## src/rtl/wdog_multi.sv

```systemverilog
// wdog_multi: NUM_CH watchdog channels sharing one prescaler, each with a warn then bite timeout.
// Define WDOG_LOCK_EN to add the configuration LOCK register at address 0xC.
module wdog_multi #(
   parameter int          NUM_CH     = 2,
   parameter int          CNT_W      = 16,
   parameter int          PRESCALE_W = 8,
   parameter logic [15:0] KICK_KEY   = 16'hA5A5
) (
   input  logic              clk,
   input  logic              rst_n,
   input  logic [3:0]        addr,
   input  logic [31:0]       wdata,
   input  logic              write,
   input  logic              read,
   output logic [31:0]       rdata,
   output logic              irq,
   output logic [NUM_CH-1:0] wdog_rst
);

   typedef enum logic [1:0] {ST_IDLE, ST_RUN, ST_WARN, ST_BITE} state_t;

   localparam logic [3:0] A_CTRL     = 4'h0;
   localparam logic [3:0] A_PRESCALE = 4'h1;
   localparam logic [3:0] A_STATUS   = 4'h2;
   localparam logic [3:0] A_KICK     = 4'h3;
   localparam int         A_LOAD     = 4;
   localparam int         A_WARN     = 8;

   logic [NUM_CH-1:0]     ctrl_q, ctrl_d;
   logic [PRESCALE_W-1:0] prescale_q, presc_cnt_q;
   logic [CNT_W-1:0]      load_q [NUM_CH];
   logic [CNT_W-1:0]      warn_q [NUM_CH];
   logic [CNT_W-1:0]      cnt_q  [NUM_CH];
   logic [CNT_W-1:0]      cnt_d  [NUM_CH];
   state_t                state_q [NUM_CH];
   state_t                state_d [NUM_CH];
   logic [NUM_CH-1:0]     warn_flag_q, warn_flag_d, bite_flag_q, bite_flag_d;
   logic [31:0]           rd_val;
   logic                  cfg_wr, tick, kick_wr, key_ok, w1c;
   logic                  unused_bits;

   function automatic logic [CNT_W-1:0] sat_dec(input logic [CNT_W-1:0] v);
      return (v == '0) ? '0 : v - 1'b1;
   endfunction

`ifdef WDOG_LOCK_EN
   localparam logic [3:0]  A_LOCK   = 4'hC;
   localparam logic [31:0] LOCK_KEY = 32'h1ACC_E55D;
   logic lock_q;

   // Lock is sticky: only rst_n releases it.
   always_ff @(posedge clk or negedge rst_n) begin
      if (!rst_n)                                          lock_q <= 1'b0;
      else if (write && addr == A_LOCK && wdata == LOCK_KEY) lock_q <= 1'b1;
   end
   assign cfg_wr = write && !lock_q;
`else
   assign cfg_wr = write;
`endif

   assign unused_bits = ^wdata;
   assign kick_wr = write && (addr == A_KICK);
   assign key_ok  = (wdata[15:0] == KICK_KEY);
   assign w1c     = write && (addr == A_STATUS);
   assign tick    = (|ctrl_q) && (presc_cnt_q == prescale_q);
   assign irq     = |warn_flag_q;
   assign wdog_rst = bite_flag_q;

   always_comb begin
      ctrl_d = ctrl_q;
      if (cfg_wr && addr == A_CTRL) ctrl_d = wdata[NUM_CH-1:0];
   end

   // NOTE: every always_comb output gets a default first so no path leaves it unassigned (no latch).
   always_comb begin
      for (int c = 0; c < NUM_CH; c++) begin
         state_d[c]     = state_q[c];
         cnt_d[c]       = cnt_q[c];
         warn_flag_d[c] = warn_flag_q[c];
         bite_flag_d[c] = bite_flag_q[c];
         if (w1c && wdata[c]) warn_flag_d[c] = 1'b0;
         if (!ctrl_d[c]) begin
            state_d[c]     = ST_IDLE;
            cnt_d[c]       = '0;
            warn_flag_d[c] = 1'b0;
            bite_flag_d[c] = 1'b0;
         end else begin
            case (state_q[c])
               ST_IDLE: begin
                  state_d[c] = ST_RUN;
                  cnt_d[c]   = load_q[c];
               end
               ST_RUN, ST_WARN: begin
                  if (kick_wr && wdata[16+c]) begin
                     if (key_ok) begin
                        state_d[c] = ST_RUN;
                        cnt_d[c]   = load_q[c];
                     end else begin
                        state_d[c]     = ST_BITE;
                        bite_flag_d[c] = 1'b1;
                     end
                  end else if (tick) begin
                     cnt_d[c] = sat_dec(cnt_q[c]);
                     // A count that lands on zero bites even if the warn stage was skipped.
                     if (sat_dec(cnt_q[c]) == '0) begin
                        state_d[c]     = ST_BITE;
                        bite_flag_d[c] = 1'b1;
                     end else if (state_q[c] == ST_RUN && sat_dec(cnt_q[c]) <= warn_q[c]) begin
                        state_d[c]     = ST_WARN;
                        warn_flag_d[c] = 1'b1;
                     end
                  end
               end
               default: ;
            endcase
         end
      end
   end

   // NOTE: sequential state uses non-blocking assignments so all flops update together at the edge.
   always_ff @(posedge clk or negedge rst_n) begin
      if (!rst_n) begin
         warn_flag_q <= '0;
         bite_flag_q <= '0;
         for (int c = 0; c < NUM_CH; c++) begin
            state_q[c] <= ST_IDLE;
            cnt_q[c]   <= '0;
         end
      end else begin
         warn_flag_q <= warn_flag_d;
         bite_flag_q <= bite_flag_d;
         for (int c = 0; c < NUM_CH; c++) begin
            state_q[c] <= state_d[c];
            cnt_q[c]   <= cnt_d[c];
         end
      end
   end

   // NOTE: the LOAD/WARN arrays are software-visible registers, so they are reset like any other flop.
   always_ff @(posedge clk or negedge rst_n) begin
      if (!rst_n) begin
         ctrl_q     <= '0;
         prescale_q <= '0;
         for (int c = 0; c < NUM_CH; c++) begin
            load_q[c] <= '0;
            warn_q[c] <= '0;
         end
      end else begin
         ctrl_q <= ctrl_d;
         if (cfg_wr && addr == A_PRESCALE) prescale_q <= wdata[PRESCALE_W-1:0];
         for (int c = 0; c < NUM_CH; c++) begin
            if (cfg_wr && addr == 4'(A_LOAD + c)) load_q[c] <= wdata[CNT_W-1:0];
            if (cfg_wr && addr == 4'(A_WARN + c)) warn_q[c] <= wdata[CNT_W-1:0];
         end
      end
   end

   // Prescaler idles at 0 while every channel is off, so the first tick is PRESCALE+1 CLKs in.
   always_ff @(posedge clk or negedge rst_n) begin
      if (!rst_n)                                          presc_cnt_q <= '0;
      else if ((cfg_wr && addr == A_PRESCALE) || !(|ctrl_q)) presc_cnt_q <= '0;
      else if (tick)                                       presc_cnt_q <= '0;
      else                                                 presc_cnt_q <= presc_cnt_q + 1'b1;
   end

   always_comb begin
      rd_val = '0;
      case (addr)
         A_CTRL:     rd_val[NUM_CH-1:0]     = ctrl_q;
         A_PRESCALE: rd_val[PRESCALE_W-1:0] = prescale_q;
         A_STATUS: begin
            rd_val[NUM_CH-1:0]   = warn_flag_q;
            rd_val[4 +: NUM_CH]  = bite_flag_q;
         end
`ifdef WDOG_LOCK_EN
         A_LOCK:     rd_val[0] = lock_q;
`endif
         default: ;
      endcase
      for (int c = 0; c < NUM_CH; c++) begin
         if (addr == 4'(A_LOAD + c)) rd_val[CNT_W-1:0] = load_q[c];
         if (addr == 4'(A_WARN + c)) rd_val[CNT_W-1:0] = warn_q[c];
      end
   end

   always_ff @(posedge clk or negedge rst_n) begin
      if (!rst_n)    rdata <= '0;
      else if (read) rdata <= rd_val;
   end

endmodule

```

## config.mk

```make
export PLATFORM = sky130hd
export DESIGN_NAME = wdog_multi
export DESIGN_NICKNAME = d
export VERILOG_FILES = /design/src/rtl/wdog_multi.sv
export SDC_FILE = /design/constraint.sdc
export NUM_CORES = 1
export LEC_CHECK = 0
export ABC_AREA = 1
export ABC_CLOCK_PERIOD_IN_PS = 2600
export CORE_AREA = 2 2 160 162
export CTS_BUF_LIST = sky130_fd_sc_hd__clkbuf_4 sky130_fd_sc_hd__clkbuf_8
export DETAILED_ROUTE_END_ITERATION = 12
export DIE_AREA = 0 0 162 164
export GPL_TIMING_DRIVEN = 1
export PLACE_DENSITY = 0.6
export SYNTH_ARGS = -nofsm -noshare
export SYNTH_HDL_FRONTEND = slang
export SYNTH_SLANG_ARGS = --single-unit
```

## constraint.sdc

```tcl
create_clock -name clk -period 2.6 [get_ports clk]
set_input_delay 0.65 -clock clk [delete_from_list [all_inputs] [get_ports clk]]
set_output_delay 0.65 -clock clk [all_outputs]
set_load 0.01 [all_outputs]
```

==> impl_metrics.ini <==
[outcome]
status = finished with violations
violations = negative setup slack

[grt]
grt_use_total_pct = 19.1
grt_pass1_wl_um = 40200
grt_max_degree = 62
grt_pass1_vias = 7945
gr-total-overflow = 0
grt_antenna_before_repair = 0

[yosys]
yosysSeqAreaShare_pct = 40.5
yosysTopAreaCell = dfrtp_1
syn_area_mm2 = 0.00853
yosysTopAreaCellShare_pct = 40.5
yosysWarnings = 0
synth_ff_type = dfrtp_1
synthCells = 1125
synth_cell_type_count = 52
synthArstFlopShare_pct = 100
yosys-top-cells-area = dfrtp_1 40%, nand2_1 12%, o21ai_0 7.6%, inv_1 7.1%, ha_1 5.7%
synth_edf_count = 0
ys_ff_latch = 138
syn_area_per_cell_um2 = 7.59
yosysMostFrequentCell = nand2_1
synth_common_cells = 277 x nand2_1, 162 x inv_1, 138 x dfrtp_1

[cts]
clock-root-buffer = clkbuf_8
hold_buffers = 0
htreeDepth = 4
clock_sinks = 138
cts_buffer_depth = 2
clk_pin_slew_ps = 80
tritoncts = done
cts_buffers = 17
clkLatencyLatePin_ps = 450

[sta]
worst_slack_ps = -126
setup_violations = 5
maxSlewViolCount = 0
min_period_over_period_pct = 105
hold_viol_final = 0
fmax_ghz = 0.367
slew_headroom_pct = 43.5
finalClockSkew_ps = 7.40
rsz0062_at_grt = true
worstMarginPinSlew_ps = 826
finalHoldWorstSlack_ps = 137
fin_crit_ps = 2730

[floorplan]
io-pin-count = 75
die_h_um = 164
die_w_um = 162
start_util_pct = 34.4
core_mm2 = 0.0248
die-area_mm2 = 0.0266
row_count = 58

[routing]
firstDrtPassIters = 5
via_per_inst = 4.80
drtAntennaViolNets = 0
post_drt_wl_per_cell_um = 14.6
drcViolationCount = 0
routed_wl_um = 24700
num_vias = 8101
dr.first_iter.drc_count = 584

[final_layout]
fin_area_mm2 = 0.0116
nets = 1424
area_delta_synth_final_pct = 35.5
antenna_cells = 0
drive_above_1_share_pct = 27.8
nFillCells = 2422

[critical_path]
r2r_slack_ps = -130
critPathKind = reg2reg
r2r-start = cnt_q[0]$_DFFE_PN0P_
ff2ff_path_depth = 19
required_ps = 2970
cp_max_fo = 8
arrival_ps = 3100
worstSetupEndpointType = flip-flop
r2r_end = warn_flag_q[1]$_DFF_PN0_
crit_path_start_kind = flip-flop

[flow_run]
drv_cap = 0

[pwr]
powerDensity_mw_per_mm2 = 1170
p_leak_nw = 5.73
peakVddDrop_mv = 0.510

[min_path]
hold_class = in2async

[place]
gp_congestion = 0.899
dp_hpwl_um = 18300
portBuffers = 44
placed_area_mm2 = 0.0105
place_ws_ps = -285
-- layout make-up --
cell class	count	area (um^2)	share of cell area (%)
clock buffers	21	283	2.45
clock inverters	11	120	1.04
inverters	176	663	5.74
multi-input cells	783	4730	40.9
flip-flops and latches	138	3460	29.9
well taps	330	413	3.57
repair buffers	229	1890	16.4
-- routing by layer --
metal / global-route usage (%) / part of all wire (%) / routed length, um
met5: 0 / 0 / 0
met4: 4.47 / 1.5 / 359
met3: 3.43 / 4.6 / 1140
met2: 30.9 / 46 / 11400
met1: 26.6 / 48 / 11800
-- cells by family (layout without fill, tap and decap cells) --
family	Yosys count	count (layout)	synth area share (%)
adder cells (fa/ha/maj)	39	39	5.72
AO/OA/AOI/OAI	222	222	15.4
AND/OR/NAND/NOR	480	482	24.9
buffers and inverters	221	437	11.0
XOR/XNOR	21	21	2.16
other	1	16	0.0439
multiplexers	3	3	0.352
flip-flops	138	138	40.5
-- report_power, final --
part	total [mW]	internal, mW	switching [mW]
combinational	8.57	3.93	4.64
sequential	3.20	2.72	0.477
clock	1.81	0.935	0.876
-- registers in the layout, indices dropped and copies added (netlist names) --
name and count:
cnt_q 32, load_q 32, warn_q 32, rdata 16
presc_cnt_q 8, prescale_q 8, state_q 4, ctrl_q 2
warn_flag_q 2, wdog_rst 2
-- layout by cell type, fill, tap and decap left out, drive strengths merged, types with 4 or more instances in the layout --
master and count:
o21ai 142, clkinv 9, ha 39, o211ai 7
nor4 4, nand2 290, nor2 108, buf 186
dfrtp 138, a221oi 11, a21oi 27, xor2 18
nor3 9, nand4 19, inv 173, conb 16
nand3 47, clkdlybuf4s50 43, clkbuf 21, o22ai 25
-- worst max-delay path: stages, from the launching register on --
cell,delay (ps)
dfrtp_1,380
inv_2,80
ha_4,150
nand3_4,80
nor2_4,180
nand4_4,250
nand3_2,170
inv_2,50
ha_4,270
nand2_4,40
inv_2,60
nand3_4,80
nor3_4,150
buf_4,140
nand3_2,50
nand2_2,80
nand2_2,70
nor2_1,100
nand4_1,100
a21oi_1,150
-- through the flow --
stage / power, mW / cells / setup TNS [ps] / utilization (%)
4_1_cts: 13.0 / 1680 / -298 / 45.4
3_5_place_dp: 10.4 / 1635 / -5860 / 42.2
3_3_place_gp: 10.3 / 1635 / -4450 / 42.2
6_report: 13.6 / 1688 / -562 / 46.6
2_1_floorplan: 7.60 / 1140 / 0 / -
5_1_grt: 14.7 / 1688 / -1810 / 46.6
-- how the worst max path moves through the flow --
stage / start / endpoint / slack, ps / depth (start not counted)
finish: cnt_q[0]$_DFFE_PN0P_ / warn_flag_q[1]$_DFF_PN0_ / -130 / 19
global route: cnt_q[0]$_DFFE_PN0P_ / state_q[1]$_DFFE_PN0P_ / -390 / 20
CTS: cnt_q[1]$_DFFE_PN0P_ / state_q[1]$_DFFE_PN0P_ / -80 / 20
detailed placement: cnt_q[0]$_DFFE_PN0P_ / state_q[1]$_DFFE_PN0P_ / -290 / 20
global placement: cnt_q[0]$_DFFE_PN0P_ / state_q[1]$_DFFE_PN0P_ / -220 / 20
floorplan: cnt_q[0]$_DFFE_PN0P_ / state_q[1]$_DFFE_PN0P_ / 2 / 21
-- repair_timing --
action,CTS,global route
cloned,2,0
pin swaps,45,35
gates resized for setup,77,49
endpoints found under the setup margin,6,7
setup buffers,11,8
Power figures use the tool's default switching activity.
